==> config.mk <==
export PLATFORM = sky130hd
export DESIGN_NAME = id_stage_pipe_flat
export DESIGN_NICKNAME = d
export VERILOG_FILES = /design/src/rtl/arm_pkg.sv /design/src/rtl/id_stage_pipe_if.sv /design/src/rtl/regfile_nr.sv /design/src/rtl/id_stage_pipe.sv /design/src/flat_wrapper.sv
export SDC_FILE = /design/constraint.sdc
export NUM_CORES = 1
export LEC_CHECK = 0
export CELL_PAD_IN_SITES_DETAIL_PLACEMENT = 0
export CELL_PAD_IN_SITES_GLOBAL_PLACEMENT = 2
export CORE_MARGIN = 3
export CORE_UTILIZATION = 44
export CTS_BUF_LIST = sky130_fd_sc_hd__clkbuf_16
export DETAILED_ROUTE_END_ITERATION = 10
export GPL_ROUTABILITY_DRIVEN = 1
export GPL_TIMING_DRIVEN = 1
export PLACE_DENSITY_LB_ADDON = 0.05
export SYNTH_ARGS = -nofsm -noshare
export SYNTH_HDL_FRONTEND = slang
export SYNTH_SLANG_ARGS = --single-unit
export TNS_END_PERCENT = 30
==> constraint.sdc <==
create_clock -name clk -period 5.99 [get_ports clk]
set_input_delay 1.4975 -clock clk [delete_from_list [all_inputs] [get_ports clk]]
set_output_delay 1.4975 -clock clk [all_outputs]
set_load 0.02 [all_outputs]
==> src/rtl/arm_pkg.sv <==
// Shared encodings for the ARM-subset pipeline: exe commands, condition codes,
// instruction modes, data-processing opcodes and the ID/EX control bundle.
package arm_pkg;

    localparam logic [3:0] EXE_NOP = 4'b0000;
    localparam logic [3:0] EXE_MOV = 4'b0001;
    localparam logic [3:0] EXE_MVN = 4'b1001;
    localparam logic [3:0] EXE_ADD = 4'b0010;
    localparam logic [3:0] EXE_ADC = 4'b0011;
    localparam logic [3:0] EXE_SUB = 4'b0100;
    localparam logic [3:0] EXE_SBC = 4'b0101;
    localparam logic [3:0] EXE_AND = 4'b0110;
    localparam logic [3:0] EXE_ORR = 4'b0111;
    localparam logic [3:0] EXE_EOR = 4'b1000;
    localparam logic [3:0] EXE_CMP = 4'b0100;
    localparam logic [3:0] EXE_TST = 4'b0110;
    localparam logic [3:0] EXE_LDR = 4'b0010;
    localparam logic [3:0] EXE_STR = 4'b0010;

    localparam logic [3:0] COND_EQ = 4'b0000;
    localparam logic [3:0] COND_NE = 4'b0001;
    localparam logic [3:0] COND_CS = 4'b0010;
    localparam logic [3:0] COND_CC = 4'b0011;
    localparam logic [3:0] COND_MI = 4'b0100;
    localparam logic [3:0] COND_PL = 4'b0101;
    localparam logic [3:0] COND_VS = 4'b0110;
    localparam logic [3:0] COND_VC = 4'b0111;
    localparam logic [3:0] COND_HI = 4'b1000;
    localparam logic [3:0] COND_LS = 4'b1001;
    localparam logic [3:0] COND_GE = 4'b1010;
    localparam logic [3:0] COND_LT = 4'b1011;
    localparam logic [3:0] COND_GT = 4'b1100;
    localparam logic [3:0] COND_LE = 4'b1101;
    localparam logic [3:0] COND_AL = 4'b1110;
    localparam logic [3:0] COND_NV = 4'b1111;

    localparam logic [1:0] MODE_DP  = 2'b00;
    localparam logic [1:0] MODE_MEM = 2'b01;
    localparam logic [1:0] MODE_BR  = 2'b10;

    // ARM data-processing opcode field instr[24:21]
    localparam logic [3:0] OP_AND = 4'b0000;
    localparam logic [3:0] OP_EOR = 4'b0001;
    localparam logic [3:0] OP_SUB = 4'b0010;
    localparam logic [3:0] OP_ADD = 4'b0100;
    localparam logic [3:0] OP_ADC = 4'b0101;
    localparam logic [3:0] OP_SBC = 4'b0110;
    localparam logic [3:0] OP_TST = 4'b1000;
    localparam logic [3:0] OP_CMP = 4'b1010;
    localparam logic [3:0] OP_ORR = 4'b1100;
    localparam logic [3:0] OP_MOV = 4'b1101;
    localparam logic [3:0] OP_MVN = 4'b1111;

    typedef struct packed {
        logic [3:0] cmd;
        logic       wb_en;
        logic       mem_rd;
        logic       mem_wr;
        logic       s;
        logic       b;
        logic       imm;
    } ctrl_t;

    function automatic logic cond_check(input logic [3:0] cond, input logic [3:0] nzcv);
        logic n, z, c, v, ok;
        {n, z, c, v} = nzcv;
        ok = 1'b0;
        case (cond)
            COND_EQ: ok = z;
            COND_NE: ok = ~z;
            COND_CS: ok = c;
            COND_CC: ok = ~c;
            COND_MI: ok = n;
            COND_PL: ok = ~n;
            COND_VS: ok = v;
            COND_VC: ok = ~v;
            COND_HI: ok = c & ~z;
            COND_LS: ok = ~c | z;
            COND_GE: ok = (n == v);
            COND_LT: ok = (n != v);
            COND_GT: ok = ~z & (n == v);
            COND_LE: ok = z | (n != v);
            COND_AL: ok = 1'b1;
            default: ok = 1'b0;
        endcase
        return ok;
    endfunction

endpackage

==> src/rtl/id_stage_pipe_if.sv <==
// IF->ID and ID->EX handshake bundle of the decode stage.
// master = decode stage (owns the ID/EX register), slave = surrounding pipeline.
interface id_stage_pipe_if #(parameter int DATA_W = 32);

    // IF word transfers on a cycle with if_valid & id_ready; IF holds word while
    // id_ready is low. ID/EX contents are consumed on ex_valid & ex_ready and are
    // held stable while ex_valid & ~ex_ready.
    logic              if_valid;
    logic [31:0]       if_pc;
    logic [31:0]       if_instr;
    logic              id_ready;

    logic              ex_ready;
    logic              ex_valid;
    logic [31:0]       ex_pc;
    logic [3:0]        ex_cmd;
    logic              ex_wb_en;
    logic              ex_mem_rd;
    logic              ex_mem_wr;
    logic              ex_s;
    logic              ex_b;
    logic              ex_imm;
    logic [DATA_W-1:0] ex_val_rn;
    logic [DATA_W-1:0] ex_val_rm;
    logic [11:0]       ex_shift_op;
    logic [23:0]       ex_simm24;
    logic [3:0]        ex_dest;
    logic [3:0]        ex_src1;
    logic [3:0]        ex_src2;

    modport master (
        input  if_valid, if_pc, if_instr, ex_ready,
        output id_ready, ex_valid, ex_pc, ex_cmd, ex_wb_en, ex_mem_rd, ex_mem_wr,
               ex_s, ex_b, ex_imm, ex_val_rn, ex_val_rm, ex_shift_op, ex_simm24,
               ex_dest, ex_src1, ex_src2
    );

    modport slave (
        output if_valid, if_pc, if_instr, ex_ready,
        input  id_ready, ex_valid, ex_pc, ex_cmd, ex_wb_en, ex_mem_rd, ex_mem_wr,
               ex_s, ex_b, ex_imm, ex_val_rn, ex_val_rm, ex_shift_op, ex_simm24,
               ex_dest, ex_src1, ex_src2
    );

endinterface

==> src/rtl/regfile_nr.sv <==
// NREGS x DATA_W register file, two async read ports, one write port, sync reset.
// Macro ID_WB_BYPASS_EN: reads return the write data of a same-cycle write.
module regfile_nr #(
    parameter int DATA_W = 32,
    parameter int NREGS  = 16,
    parameter int AW     = $clog2(NREGS)
) (
    input  logic              clk,
    input  logic              rst,
    input  logic [AW-1:0]     rd_addr1,
    input  logic [AW-1:0]     rd_addr2,
    output logic [DATA_W-1:0] rd_data1,
    output logic [DATA_W-1:0] rd_data2,
    input  logic              wr_en,
    input  logic [AW-1:0]     wr_addr,
    input  logic [DATA_W-1:0] wr_data
);

    logic [DATA_W-1:0] regs [NREGS];

    always_ff @(posedge clk) begin
        if (rst) begin
            for (int i = 0; i < NREGS; i++) begin
                regs[i] <= '0;
            end
        end else if (wr_en) begin
            regs[wr_addr] <= wr_data;
        end
    end

`ifdef ID_WB_BYPASS_EN
    assign rd_data1 = (wr_en && wr_addr == rd_addr1) ? wr_data : regs[rd_addr1];
    assign rd_data2 = (wr_en && wr_addr == rd_addr2) ? wr_data : regs[rd_addr2];
`else
    assign rd_data1 = regs[rd_addr1];
    assign rd_data2 = regs[rd_addr2];
`endif

endmodule

==> src/rtl/id_stage_pipe.sv <==
// Decode stage with ID/EX register: decode, RF read, RAW hazard, condition check.
// Macro ID_WB_BYPASS_EN: WB->ID bypass in the RF instead of stalling on WB hits.
module id_stage_pipe
    import arm_pkg::*;
#(
    parameter int DATA_W      = 32,
    parameter int NREGS       = 16,
    parameter int STALL_CNT_W = 16
) (
    input  logic                   clk,
    input  logic                   rst,
    id_stage_pipe_if.master        bus,
    input  logic                   flush,
    input  logic [3:0]             status,
    input  logic [3:0]             exe_dest,
    input  logic                   exe_wb_en,
    input  logic [3:0]             mem_dest,
    input  logic                   mem_wb_en,
    input  logic                   wb_en,
    input  logic [3:0]             wb_dest,
    input  logic [DATA_W-1:0]      wb_data,
    output logic [STALL_CNT_W-1:0] stall_cnt
);

    localparam int AW = $clog2(NREGS);

    logic [31:0] instr;
    logic [1:0]  mode;
    logic [3:0]  opcode;
    logic        store;
    logic        two_src;
    logic        no_src1;
    logic [3:0]  src1;
    logic [3:0]  src2;
    ctrl_t       dec;
    logic        cond_ok;
    logic        ex_b_pending;
    logic        raw_exe;
    logic        raw_mem;
    logic        raw_wb;
    logic        hazard;
    logic        advance;

    logic [DATA_W-1:0] rd_data1;
    logic [DATA_W-1:0] rd_data2;

    logic              ex_valid_q;
    logic [31:0]       ex_pc_q;
    ctrl_t             ex_ctrl_q;
    logic [DATA_W-1:0] ex_val_rn_q;
    logic [DATA_W-1:0] ex_val_rm_q;
    logic [11:0]       ex_shift_op_q;
    logic [23:0]       ex_simm24_q;
    logic [3:0]        ex_dest_q;
    logic [3:0]        ex_src1_q;
    logic [3:0]        ex_src2_q;

    assign instr   = bus.if_instr;
    assign mode    = instr[27:26];
    assign opcode  = instr[24:21];
    assign store   = (mode == MODE_MEM) & ~instr[20];
    assign src1    = instr[19:16];
    assign src2    = store ? instr[15:12] : instr[3:0];
    assign two_src = ~instr[25] | store;
    // MOV/MVN ignore Rn and B has no register source in the Rn field
    assign no_src1 = (mode == MODE_BR) |
                     ((mode == MODE_DP) & ((opcode == OP_MOV) | (opcode == OP_MVN)));

    always_comb begin
        dec = '0;
        case (mode)
            MODE_DP: begin
                dec.s     = instr[20];
                dec.imm   = instr[25];
                dec.wb_en = 1'b1;
                case (opcode)
                    OP_MOV:  dec.cmd = EXE_MOV;
                    OP_MVN:  dec.cmd = EXE_MVN;
                    OP_ADD:  dec.cmd = EXE_ADD;
                    OP_ADC:  dec.cmd = EXE_ADC;
                    OP_SUB:  dec.cmd = EXE_SUB;
                    OP_SBC:  dec.cmd = EXE_SBC;
                    OP_AND:  dec.cmd = EXE_AND;
                    OP_ORR:  dec.cmd = EXE_ORR;
                    OP_EOR:  dec.cmd = EXE_EOR;
                    OP_CMP: begin
                        dec.cmd   = EXE_CMP;
                        dec.wb_en = 1'b0;
                    end
                    OP_TST: begin
                        dec.cmd   = EXE_TST;
                        dec.wb_en = 1'b0;
                    end
                    default: begin
                        dec.cmd   = EXE_NOP;
                        dec.wb_en = 1'b0;
                    end
                endcase
            end
            MODE_MEM: begin
                dec.cmd    = instr[20] ? EXE_LDR : EXE_STR;
                dec.imm    = instr[25];
                dec.mem_rd = instr[20];
                dec.mem_wr = ~instr[20];
                dec.wb_en  = instr[20];
            end
            MODE_BR: begin
                dec.b   = 1'b1;
                dec.imm = instr[25];
            end
            default: dec = '0;
        endcase
    end

    function automatic logic hit(input logic [3:0] d, input logic [3:0] s1, input logic [3:0] s2,
                                 input logic ns1, input logic ts);
        return ((d == s1) & ~ns1) | (ts & (d == s2));
    endfunction

    assign raw_exe = exe_wb_en & hit(exe_dest, src1, src2, no_src1, two_src);
    assign raw_mem = mem_wb_en & hit(mem_dest, src1, src2, no_src1, two_src);
`ifdef ID_WB_BYPASS_EN
    assign raw_wb  = 1'b0;
`else
    assign raw_wb  = wb_en & hit(wb_dest, src1, src2, no_src1, two_src);
`endif

    // A branch sitting in EX will flush this word anyway, so don't stall on it
    assign ex_b_pending = ex_valid_q & ex_ctrl_q.b;
    assign hazard       = bus.if_valid & ~ex_b_pending & (raw_exe | raw_mem | raw_wb);
    assign cond_ok      = cond_check(instr[31:28], status);
    assign advance      = ~ex_valid_q | bus.ex_ready;
    assign bus.id_ready = advance & ~hazard;

    regfile_nr #(
        .DATA_W (DATA_W),
        .NREGS  (NREGS)
    ) u_rf (
        .clk      (clk),
        .rst      (rst),
        .rd_addr1 (src1[AW-1:0]),
        .rd_addr2 (src2[AW-1:0]),
        .rd_data1 (rd_data1),
        .rd_data2 (rd_data2),
        .wr_en    (wb_en),
        .wr_addr  (wb_dest[AW-1:0]),
        .wr_data  (wb_data)
    );

    always_ff @(posedge clk) begin
        if (rst || flush || (advance && !(bus.if_valid && !hazard && cond_ok))) begin
            // Bubble: reset, flush, hazard, failed condition or no incoming word
            ex_valid_q    <= 1'b0;
            ex_pc_q       <= '0;
            ex_ctrl_q     <= '0;
            ex_val_rn_q   <= '0;
            ex_val_rm_q   <= '0;
            ex_shift_op_q <= '0;
            ex_simm24_q   <= '0;
            ex_dest_q     <= '0;
            ex_src1_q     <= '0;
            ex_src2_q     <= '0;
        end else if (advance) begin
            ex_valid_q    <= 1'b1;
            ex_pc_q       <= bus.if_pc;
            ex_ctrl_q     <= dec;
            ex_val_rn_q   <= rd_data1;
            ex_val_rm_q   <= rd_data2;
            ex_shift_op_q <= instr[11:0];
            ex_simm24_q   <= instr[23:0];
            ex_dest_q     <= instr[15:12];
            ex_src1_q     <= src1;
            ex_src2_q     <= src2;
        end

        if (rst) begin
            stall_cnt <= '0;
        end else if (!flush && advance && hazard && (stall_cnt != '1)) begin
            stall_cnt <= stall_cnt + STALL_CNT_W'(1);
        end
    end

    assign bus.ex_valid    = ex_valid_q;
    assign bus.ex_pc       = ex_pc_q;
    assign bus.ex_cmd      = ex_ctrl_q.cmd;
    assign bus.ex_wb_en    = ex_ctrl_q.wb_en;
    assign bus.ex_mem_rd   = ex_ctrl_q.mem_rd;
    assign bus.ex_mem_wr   = ex_ctrl_q.mem_wr;
    assign bus.ex_s        = ex_ctrl_q.s;
    assign bus.ex_b        = ex_ctrl_q.b;
    assign bus.ex_imm      = ex_ctrl_q.imm;
    assign bus.ex_val_rn   = ex_val_rn_q;
    assign bus.ex_val_rm   = ex_val_rm_q;
    assign bus.ex_shift_op = ex_shift_op_q;
    assign bus.ex_simm24   = ex_simm24_q;
    assign bus.ex_dest     = ex_dest_q;
    assign bus.ex_src1     = ex_src1_q;
    assign bus.ex_src2     = ex_src2_q;

endmodule

==> src/flat_wrapper.sv <==
// flat-port wrapper written by rule: the top's interface ports become plain ports
module id_stage_pipe_flat import arm_pkg::*;
#(
    parameter int DATA_W      = 32,
    parameter int NREGS       = 16,
    parameter int STALL_CNT_W = 16
)
  (clk, rst, flush, status, exe_dest, exe_wb_en, mem_dest, mem_wb_en, wb_en, wb_dest, wb_data, stall_cnt, bus_if_valid, bus_if_pc, bus_if_instr, bus_ex_ready, bus_id_ready, bus_ex_valid, bus_ex_pc, bus_ex_cmd, bus_ex_wb_en, bus_ex_mem_rd, bus_ex_mem_wr, bus_ex_s, bus_ex_b, bus_ex_imm, bus_ex_val_rn, bus_ex_val_rm, bus_ex_shift_op, bus_ex_simm24, bus_ex_dest, bus_ex_src1, bus_ex_src2);
  id_stage_pipe_if #(.DATA_W(DATA_W)) bus_i ();
  input  logic clk;
  input  logic rst;
  input  logic flush;
  input  logic [3:0] status;
  input  logic [3:0] exe_dest;
  input  logic exe_wb_en;
  input  logic [3:0] mem_dest;
  input  logic mem_wb_en;
  input  logic wb_en;
  input  logic [3:0] wb_dest;
  input  logic [DATA_W-1:0] wb_data;
  output logic [STALL_CNT_W-1:0] stall_cnt;
  input wire logic [$bits(bus_i.if_valid)-1:0] bus_if_valid;
  input wire logic [$bits(bus_i.if_pc)-1:0] bus_if_pc;
  input wire logic [$bits(bus_i.if_instr)-1:0] bus_if_instr;
  input wire logic [$bits(bus_i.ex_ready)-1:0] bus_ex_ready;
  output wire logic [$bits(bus_i.id_ready)-1:0] bus_id_ready;
  output wire logic [$bits(bus_i.ex_valid)-1:0] bus_ex_valid;
  output wire logic [$bits(bus_i.ex_pc)-1:0] bus_ex_pc;
  output wire logic [$bits(bus_i.ex_cmd)-1:0] bus_ex_cmd;
  output wire logic [$bits(bus_i.ex_wb_en)-1:0] bus_ex_wb_en;
  output wire logic [$bits(bus_i.ex_mem_rd)-1:0] bus_ex_mem_rd;
  output wire logic [$bits(bus_i.ex_mem_wr)-1:0] bus_ex_mem_wr;
  output wire logic [$bits(bus_i.ex_s)-1:0] bus_ex_s;
  output wire logic [$bits(bus_i.ex_b)-1:0] bus_ex_b;
  output wire logic [$bits(bus_i.ex_imm)-1:0] bus_ex_imm;
  output wire logic [$bits(bus_i.ex_val_rn)-1:0] bus_ex_val_rn;
  output wire logic [$bits(bus_i.ex_val_rm)-1:0] bus_ex_val_rm;
  output wire logic [$bits(bus_i.ex_shift_op)-1:0] bus_ex_shift_op;
  output wire logic [$bits(bus_i.ex_simm24)-1:0] bus_ex_simm24;
  output wire logic [$bits(bus_i.ex_dest)-1:0] bus_ex_dest;
  output wire logic [$bits(bus_i.ex_src1)-1:0] bus_ex_src1;
  output wire logic [$bits(bus_i.ex_src2)-1:0] bus_ex_src2;
  assign bus_i.if_valid = bus_if_valid;
  assign bus_i.if_pc = bus_if_pc;
  assign bus_i.if_instr = bus_if_instr;
  assign bus_i.ex_ready = bus_ex_ready;
  assign bus_id_ready = bus_i.id_ready;
  assign bus_ex_valid = bus_i.ex_valid;
  assign bus_ex_pc = bus_i.ex_pc;
  assign bus_ex_cmd = bus_i.ex_cmd;
  assign bus_ex_wb_en = bus_i.ex_wb_en;
  assign bus_ex_mem_rd = bus_i.ex_mem_rd;
  assign bus_ex_mem_wr = bus_i.ex_mem_wr;
  assign bus_ex_s = bus_i.ex_s;
  assign bus_ex_b = bus_i.ex_b;
  assign bus_ex_imm = bus_i.ex_imm;
  assign bus_ex_val_rn = bus_i.ex_val_rn;
  assign bus_ex_val_rm = bus_i.ex_val_rm;
  assign bus_ex_shift_op = bus_i.ex_shift_op;
  assign bus_ex_simm24 = bus_i.ex_simm24;
  assign bus_ex_dest = bus_i.ex_dest;
  assign bus_ex_src1 = bus_i.ex_src1;
  assign bus_ex_src2 = bus_i.ex_src2;
  id_stage_pipe #(.DATA_W(DATA_W), .NREGS(NREGS), .STALL_CNT_W(STALL_CNT_W)) u_core (.clk(clk), .rst(rst), .bus(bus_i), .flush(flush), .status(status), .exe_dest(exe_dest), .exe_wb_en(exe_wb_en), .mem_dest(mem_dest), .mem_wb_en(mem_wb_en), .wb_en(wb_en), .wb_dest(wb_dest), .wb_data(wb_data), .stall_cnt(stall_cnt));
endmodule
==> impl_results.md, run 1 <==
* Status: finished, final reports clean
* Synth cell types at slightly above 60
* Die W at between 200 and 300 um
* GRT overflow at 0
* First-iteration detailed-routing DRC count at approximately 2400
* Nets at 2960
* Max-cap violations at 0
* Share of layout cells above drive strength 1 at between 10% and 20%
* Leak at roughly 14 nW
* Wire length per cell at 28.8 um
* Clk root buf: clkbuf_16
* VDD IR max at ~0.00018 V
* Startpoint Class: input port
* Post-DP HPWL at between 60000 and 70000 um
* CTS buffer count at 76
* Pin count of the biggest net entering global routing at about 140
* Final WL at between 100000 and 150000 um
* Post-CTS setup buffers at 0
* Max-slew violations at 0
* CTS Sinks at 663
* Dpl ws at -57.8 ps
* Clock insertion delay at the later pin of the skew report at 620 ps
* Die H at around 280 um
* Die Area at 0.0789 mm^2
* Skew final at approximately 24 ps
* GPL Wtd Cong at about 0.8
* Post-synth ARST share at 0%
* CP Data Arrival Time at 4220 ps
* Crit Path Max Fanout at 10
* Yosys top cell area share at 46.3%
* Unrepaired setup endpoints after global routing: no
* Initial antenna violation count at 7
* Synth area leaders: edfxtp_1 46%, mux4_2 17%, and2_1 9.7%
* Mean number of vias per cell at just under 6
* Kind of critical path: in -> out
* Row count at 100
* Synthesized instance count at approximately 2600
* CTS HTree Levels at 3
* Post-synth EDFFs at just over 500
* First-pass GRT wire length at about 160000 um
* Synthesized area at between 0.03 and 0.04 mm^2
* CTS tree: done
* Setup ws final at roughly 280 ps
* Routed Antenna Nets at 0
* Worst setup EP type: output port
* Yosys warning count at 0
* Initial Util at roughly 45%
* Least-Margin Pin Slew at around 1200 ps
* Final Setup Violations at 0
* Port Buffers at 291
* Worst path required time at ~4500 ps
* Core area at approximately 0.075 mm^2
* Highest-count cells in the layout ignoring fill and taps: 512 x and2_1, 512 x edfxtp_1, 403 x nand2_1
* Vias in the first global route at between 20000 and 25000
* Power Dens Cells at about 280 mW/mm^2
* Register bit total from synthesis at between 600 and 700
* Clock Tree Buf Depth at 3
* Slew headroom at between 15 and 20%
* Period utilization at around 95%
* Post-synth top area cell: edfxtp_1
* Syn avg cell area at approximately 13 um^2
* Tot GR Track Use at about 28%
* Sequential share of the synthesized area at 55.4%
* Vias at between 20000 and 25000
* Pwr Total at roughly 11 mW
* Ys flop type: edfxtp_1
* Tmin final at 5710 ps
* Pre-Repair DR Iteration Count at 6
* Final hold violation count at 0
* Fmax at between 0.15 and 0.2 GHz
* Synth Net Count at 2758
* Reg clk slew, reported paths at around 50 ps
* Worst hold-check path type: reg -> reg
* DRC errors left at 0
* Area grow syn2layout at 18.8%
* I/O Pins at between 200 and 300
* Hold_buf cts at 0
-- cell usage after synthesis, types with 5 or more instances --
library cell / number
a211oi_1: 5
a21oi_1: 107
a21oi_2: 10
a31oi_1: 27
and2_1: 513
buf_1: 23
buf_2: 23
buf_4: 22
buf_6: 7
clkbuf_1: 183
dfxtp_1: 151
edfxtp_1: 512
inv_1: 17
mux2i_1: 5
mux4_2: 248
nand2_1: 404
nand2b_1: 9
nand3_1: 106
nand4_1: 10
nor2_1: 41
nor3_1: 27
o2111ai_1: 41
o21ai_0: 19
o22ai_1: 14
o31ai_1: 13
or2_2: 18
or3_1: 6
or4_1: 11
xnor2_1: 9
xor2_1: 11
-- worst max-delay path, cell delays in order --
cell	delay [ps]
clkdlybuf4s50_1	530
nor3b_4	280
buf_12	170
mux2_8	370
o22ai_1	260
nor4_4	60
or4_1	470
a31oi_1	210
dlygate4sd2_1	360
-- repair_timing --
item                       in CTS  in global routing
hold endpoints to repair        0                  0
gates resized for setup         2                  0
setup endpoints to repair       1                  0
-- kinds of logic after synthesis --
kind of cell,Yosys count,synth area share [%]
AND/OR/NAND/NOR,1165,18.3
flip-flops,663,55.4
buffers and inverters,275,3.60
multiplexers,258,17.1
AO/OA/AOI/OAI,255,5.06
XOR/XNOR,20,0.527
adder cells (fa/ha/maj),1,0.0376
-- stage by stage --
| stage | TNS, ps | hold WS (ps) | util, % | cells | cell area, um^2 |
|---|---|---|---|---|---|
| floorplan | 0 | 528 | - | 2637 | 33200 |
| global placement | 0 | 437 | 49.9 | 3730 | 37200 |
| detailed placement | -57.8 | 443 | 49.9 | 3730 | 37200 |
| CTS | 0 | 450 | 52.9 | 3869 | 39500 |
| global route | 0 | 461 | 53.0 | 3872 | 39500 |
| finish | 0 | 449 | 53.0 | 3874 | 39500 |
-- per-layer routing --
metal,part of all wire (%),GRT usage (%)
met1,41,38.3
met2,48,46.9
met3,8.3,4.53
met4,3.1,9.58
met5,0.012,0
-- final cells by class --
type	instances	area (um^2)
antenna	5	12.5
clock buffer	77	1930
clock inverter	62	365
fill	6411	35100
inverter	17	63.8
multi-input combinational	1699	13800
sequential	663	18400
tap	969	1210
timing repair buffer	382	3730
-- report_power, final --
group	switching [mW]	internal [mW]	leakage, nW
Sequential	0.115	5.18	6.10
Combinational	0.778	0.600	6.45
Clock	1.90	2.46	1.22
Total	2.79	8.24	13.8
-- registers in the layout (all words and copies together) (netlist names), 3 cells and up --
name,flops
u_core.stall_cnt,16
u_core.bus.ex_cmd,4
u_core.bus.ex_simm24,18
u_core.bus.ex_val_rm,32
u_core.bus.ex_src1,3
u_core.bus.ex_src2,4
u_core.bus.ex_dest,3
u_core.u_rf.regs,512
u_core.bus.ex_val_rn,32
u_core.bus.ex_pc,32
-- path summary, 6_finish.rpt --
| kind | to | from | slack (ps) | depth (start not counted) |
|---|---|---|---|---|
| setup / recovery | bus_id_ready | bus_if_instr[20] | 280 | 9 |
| setup reg to reg | u_core.bus.ex_val_rm[26]$_SDFFE_PP0N_ | u_core.bus.ex_valid$_SDFFE_PP0N_ | 3350 | 6 |
| hold / removal | u_core.bus.ex_pc[6]$_SDFFE_PP0N_ | u_core.bus.ex_pc[6]$_SDFFE_PP0N_ | 450 | 2 |
| hold reg to reg | u_core.bus.ex_pc[6]$_SDFFE_PP0N_ | u_core.bus.ex_pc[6]$_SDFFE_PP0N_ | 450 | 2 |
No activity file was read; power rests on OpenSTA's default activity.
==> run 2, diff against run 1 <==
--- a/config.mk
+++ b/config.mk
@@ -14,6 +14,7 @@
 export GPL_ROUTABILITY_DRIVEN = 1
 export GPL_TIMING_DRIVEN = 1
 export PLACE_DENSITY_LB_ADDON = 0.05
+export SKIP_CTS_REPAIR_TIMING = 1
 export SYNTH_ARGS = -nofsm -noshare
 export SYNTH_HDL_FRONTEND = slang
 export SYNTH_SLANG_ARGS = --single-unit
==> impl_results.md, run 2 (synthesis results as in run 1) <==
* Core area at 0.0746 mm^2 (unchanged)
* Reg2reg setup slack at 3350 ps (about the same)
* Area grow syn2layout at 18.8% (about the same)
* Status: finished, final reports clean
* Period utilization at 93.6% (-1.8 points)
* Post-route cell area at 0.0395 mm^2 (about the same)
* Die Area at 0.0789 mm^2 (unchanged)
* I/O Pins at 292 (unchanged)
* Initial Util at 44.6% (unchanged)
* Final Setup Violations at 0 (unchanged)
* GPL Wtd Cong at 0.810 (unchanged)
* Reg clk slew, reported paths at 50 ps (about the same)
* Final WL at 112000 um (about the same)
* Largest register FFs at 512 (unchanged)
* CTS tree: done
* Mean number of vias per cell at 5.95 (about the same)
* Share of layout cells above drive strength 1 at 17.6% (unchanged)
* First-iteration detailed-routing DRC count at 2449 (unchanged)
* Final hold violation count at 0 (unchanged)
* Initial antenna violation count at 7 (unchanged)
* Post-DP HPWL at 64300 um (unchanged)
* Placed cells at 3730 (unchanged)
* Post-Layout Cell Count at 3874 (unchanged)
* Tot GR Track Use at 28.3% (about the same)
* Fmax at 0.178 GHz (+1.9%)
* CTS Sinks at 663 (unchanged)
* Die W at 281 um (unchanged)
* Skew final at 23.6 ps (-0.168 ps)
* Least-Margin Pin Slew at 1230 ps (-1.92 ps)
* Leak at 13.8 nW (about the same)
* Worst path required time at 4490 ps (about the same)
* Pin count of the biggest net entering global routing at 143 (unchanged)
* DRC errors left at 0 (unchanged)
* Nets at 2960 (unchanged)
* Vias at 23000 (-0.039%)
* Dpl cell area at 0.0372 mm^2 (unchanged)
* Wire length per cell at 28.8 um (about the same)
* Largest reg by FF count: u_core.u_rf.regs
* Tmin final at 5610 ps (-105 ps)
* Vias in the first global route at 23300 (unchanged)
* GRT overflow at 0 (unchanged)
* Die H at 281 um (unchanged)
* Port Buffers at 291 (unchanged)
* CP Data Arrival Time at 4110 ps (-110 ps)
* Kind of critical path: in -> out
* Max-cap violations at 0 (unchanged)
* VDD IR max at 0.000181 V (unchanged)
* Clock Tree Buf Depth at 3 (unchanged)
* Worst hold-check path type: reg -> reg
* Clk root buf: clkbuf_16
* Unrepaired setup endpoints after global routing: no
* Pre-Repair DR Iteration Count at 6 (unchanged)
* First-pass GRT wire length at 161000 um (about the same)
* CTS HTree Levels at 3 (unchanged)
* Slew headroom at 18.1% (+0.13 points)
* Max-slew violations at 0 (unchanged)
* Worst setup EP type: output port
* Routed Antenna Nets at 0 (unchanged)
* Crit Path Max Fanout at 10 (unchanged)
* Row count at 100 (unchanged)
* Startpoint Class: input port
* Power Dens Cells at 279 mW/mm^2 (about the same)
* Clock insertion delay at the later pin of the skew report at 620 ps (about the same)
* Highest-count cells in the layout ignoring fill and taps: 512 x and2_1, 512 x edfxtp_1, 403 x nand2_1
* CTS buffer count at 76 (unchanged)
[run 2: cell count changes in the layout (fill, tap and decap cells not counted)]
cell,delta
dlygate4sd2_1,-1
dlymetal6s2s_1,+1
[run 2: stage by stage]
| stage | TNS, ps | hold slack [ps] | worst slack, ps | utilization, % | power [mW] |
|---|---|---|---|---|---|
| 2_1_floorplan | 0 | 528 | 724 | - | 6.18 |
| 3_3_place_gp | 0 | 437 | 15.0 | 49.9 | 6.75 |
| 3_5_place_dp | -57.8 | 443 | -57.8 | 49.9 | 6.77 |
| 4_1_cts | -71.3 | 450 | -71.3 | 52.9 | 11.1 |
| 5_1_grt | 0 | 461 | 304 | 53.0 | 11.4 |
| 6_report | 0 | 449 | 381 | 53.0 | 11.0 |
[run 2: path summary, 6_finish.rpt]
kind,start,depth (start not counted),end
max,bus_if_instr[20],9,bus_id_ready
min,u_core.bus.ex_pc[6]$_SDFFE_PP0N_,2,u_core.bus.ex_pc[6]$_SDFFE_PP0N_
max reg2reg,u_core.bus.ex_valid$_SDFFE_PP0N_,6,u_core.bus.ex_val_rm[26]$_SDFFE_PP0N_
min reg2reg,u_core.bus.ex_pc[6]$_SDFFE_PP0N_,2,u_core.bus.ex_pc[6]$_SDFFE_PP0N_
[run 2: critical path: stages]
cell and delay, ps:
clkdlybuf4s50_1 530, nor3b_4 280, buf_12 170, mux2_8 370
o22ai_1 260, nor4_4 60, or4_1 470, a31oi_1 210
dlymetal6s2s_1 250
[run 2: final cells by class]
type | count | area (um^2)
diodes | 5 | 12.5
clock buffers | 77 | 1930
clock inverters | 62 | 365
fillers | 6410 | 35100
inverters | 17 | 63.8
multi-input cells | 1699 | 13800
flip-flops and latches | 663 | 18400
well taps | 969 | 1210
repair buffers | 382 | 3730
[run 2: where the power goes]
part	switching (mW)	leakage, nW	total (mW)	internal, mW
clock	1.90	1.22	4.36	2.46
sequential	0.115	6.10	5.30	5.18
combinational	0.779	6.46	1.38	0.600
total	2.79	13.8	11.0	8.25
[run 2: per-layer routing]
| metal | GRT usage, % | vias up | share of wire [%] |
|---|---|---|---|
| met2 | 46.9 | 1077 | 48 |
| met4 | 9.58 | 2 | 3.1 |
| li1 | - | 10100 | - |
| met3 | 4.53 | 202 | 8.3 |
| met1 | 38.3 | 11700 | 41 |
| met5 | 0 | - | 0.012 |
==> run 3, diff against run 2 <==
--- a/config.mk
+++ b/config.mk
@@ -8,7 +8,7 @@
 export CELL_PAD_IN_SITES_DETAIL_PLACEMENT = 0
 export CELL_PAD_IN_SITES_GLOBAL_PLACEMENT = 2
 export CORE_MARGIN = 3
-export CORE_UTILIZATION = 44
+export CORE_UTILIZATION = 30
 export CTS_BUF_LIST = sky130_fd_sc_hd__clkbuf_16
 export DETAILED_ROUTE_END_ITERATION = 10
 export GPL_ROUTABILITY_DRIVEN = 1
==> impl_results.md, run 3 (synthesis results as in run 1) <==
* Least-Margin Pin Slew at 1180 ps (-44.1 ps)
* Clock insertion delay at the later pin of the skew report at 660 ps (+40 ps)
* Core area at 0.109 mm^2 (+47%)
* Tmin final at 5680 ps (+67.9 ps)
* Unrepaired setup endpoints after global routing: no
* CTS tree: done
* I/O Pins at 292 (unchanged)
* Die Area at 0.115 mm^2 (+46%)
* Worst setup EP type: output port
* Slew headroom at 20.9% (+2.9 points)
* Final Setup Violations at 0 (unchanged)
* Nets at 2971 (+0.37%)
* Max-cap violations at 0 (unchanged)
* Wire length per cell at 30.5 um (+5.8%)
* Vias at 23400 (+1.6%)
* Pin count of the biggest net entering global routing at 125 (-13%)
* Post-DP HPWL at 74200 um (+16%)
* Flop pwr share at 45.5% (-2.5 points)
* Largest reg by FF count: u_core.u_rf.regs
* First-pass GRT wire length at 188000 um (+17%)
* GRT overflow at 0 (unchanged)
* VDD IR max at 0.000179 V (-1.6%)
* Crit-path leading delay family: buffers and inverters
* Period utilization at 94.8% (+1.1 points)
* CP Data Arrival Time at 4180 ps (+70 ps)
* Row count at 121 (+21%)
* Crit path largest cell delay at 480 ps (-50 ps)
* Tot GR Track Use at 23.1% (-5.3 points)
* CTS HTree Levels at 3 (unchanged)
* Initial antenna violation count at 15 (+8)
* Setup TNS Final at 0 ps (unchanged)
* Power Dens Cells at 287 mW/mm^2 (+2.7%)
* Clock Power Share at 41.9% (+2.4 points)
* Crit path top cell by count: buf_4
* Sw Pwr at 3.04 mW (+8.9%)
* First-iteration detailed-routing DRC count at 2348 (-4.1%)
* Port Buffers at 291 (unchanged)
* Leak at 14.0 nW (+1.5%)
* Routed Antenna Nets at 0 (unchanged)
* Sw frac at 26.1% (+0.78 points)
* Combinational fraction of design power at 12.6% (about the same)
* Slowest CP cell: or3b_1
* Initial Util at 30.4% (-14 points)
* Max-slew violations at 0 (unchanged)
* Vias in the first global route at 23900 (+2.3%)
* Ordered cell list for the critical path: clkdlybuf4s50_1 > buf_4 > or3b_1 > buf_4 > nand3_1 > a32o_1 > nor4_4 > or4_1 > a31oi_1 > dlymetal6s2s_1
* Final Core Density at 37.1% (-16 points)
* Pint at 8.61 mW (+4.5%)
* Share of layout cells above drive strength 1 at 17.9% (+0.33 points)
* CTS Sinks at 663 (unchanged)
* Die H at 339 um (+21%)
* Startpoint Class: input port
* Pre-Repair DR Iteration Count at 5 (-1)
* Skew final at 27.7 ps (+4.08 ps)
* Fmax at 0.176 GHz (-1.2%)
* Worst path required time at 4490 ps (about the same)
* Area grow syn2layout at 22.2%
* Final hold violation count at 0 (unchanged)
* CTS buffer count at 83 (+9.2%)
* Pwr Total at 11.7 mW (+5.6%)
* Highest-count cells in the layout ignoring fill and taps: 512 x and2_1, 512 x edfxtp_1, 403 x nand2_1
* Mean number of vias per cell at 5.32 (-11%)
* Largest register FFs at 512 (unchanged)
* Worst hold-check path type: reg -> reg
* DRC errors left at 0 (unchanged)
* Reg clk slew, reported paths at 60 ps (about the same)
* Final WL at 134000 um (+20%)
* GPL Wtd Cong at 0.799 (-1.4%)
* Kind of critical path: in -> out
* Status: finished, final reports clean
* Die W at 339 um (+21%)
* Crit Path Max Fanout at 6 (-4)
* Clock Tree Buf Depth at 3 (unchanged)
* Clk root buf: clkbuf_16
* Buffers & Inverters on Critical Path at 4 (+1)
-- run 3: final timing paths --
| kind | startpoint | end | slack, ps | cells after the start |
|---|---|---|---|---|
| worst max-delay path | bus_if_instr[20] | bus_id_ready | 310 | 10 |
| worst max register to register | u_core.bus.ex_valid$_SDFFE_PP0N_ | u_core.bus.ex_val_rm[20]$_SDFFE_PP0N_ | 3160 | 7 |
| worst min register to register | u_core.bus.ex_simm24[23]$_SDFFE_PP0N_ | u_core.bus.ex_simm24[23]$_SDFFE_PP0N_ | 450 | 2 |
| worst min-delay path | u_core.bus.ex_simm24[23]$_SDFFE_PP0N_ | u_core.bus.ex_simm24[23]$_SDFFE_PP0N_ | 450 | 2 |
-- run 3: tightest hold or removal path: cells and delay by family (launching register included) --
| family | cells | cell delay (ps) |
|---|---|---|
| and+or+nand+nor | 1 | 50 |
| DFF | 1 | 300 |
| AOI/OAI and AO/OA | 1 | 50 |
-- run 3: power by group through the flow --
stage                     Clock, mW  Combinational, mW  Sequential [mW]
after floorplan                   0              0.797             5.38
after global placement            0               1.48             5.38
after detailed placement          0               1.48             5.40
after CTS                      5.03               1.49             5.30
after global routing           5.20               1.56             5.33
final                          4.89               1.47             5.30
-- run 3: final cells by class --
type | count | area, um^2
Timing Repair Buffer | 386 | 3830
Fill cell | 10500 | 68900
Antenna cell | 5 | 12.5
Clock buffer | 85 | 2130
Multi-Input combinational cell | 1699 | 13800
Tap cell | 1476 | 1850
Sequential cell | 663 | 18400
Clock inverter | 69 | 487
Inverter | 17 | 63.8
-- run 3: stage by stage --
step | instance area (um^2) | hold slack [ps] | worst slack [ps] | std cells
global placement | 38000 | 438 | -157 | 4240
floorplan | 33200 | 528 | 724 | 2637
global route | 40600 | 471 | 205 | 4395
detailed placement | 38000 | 443 | -144 | 4240
CTS | 40600 | 451 | -153 | 4394
finish | 40600 | 449 | 313 | 4400
-- run 3: metal layers --
| layer | vias to the layer above | global-route usage [%] | wire (um) |
|---|---|---|---|
| li1 | 10100 | - | - |
| met1 | 12100 | 31.8 | 58500 |
| met2 | 992 | 37.3 | 62600 |
| met3 | 190 | 4.04 | 9310 |
| met4 | 2 | 6.66 | 3610 |
| met5 | - | 0 | 8 |
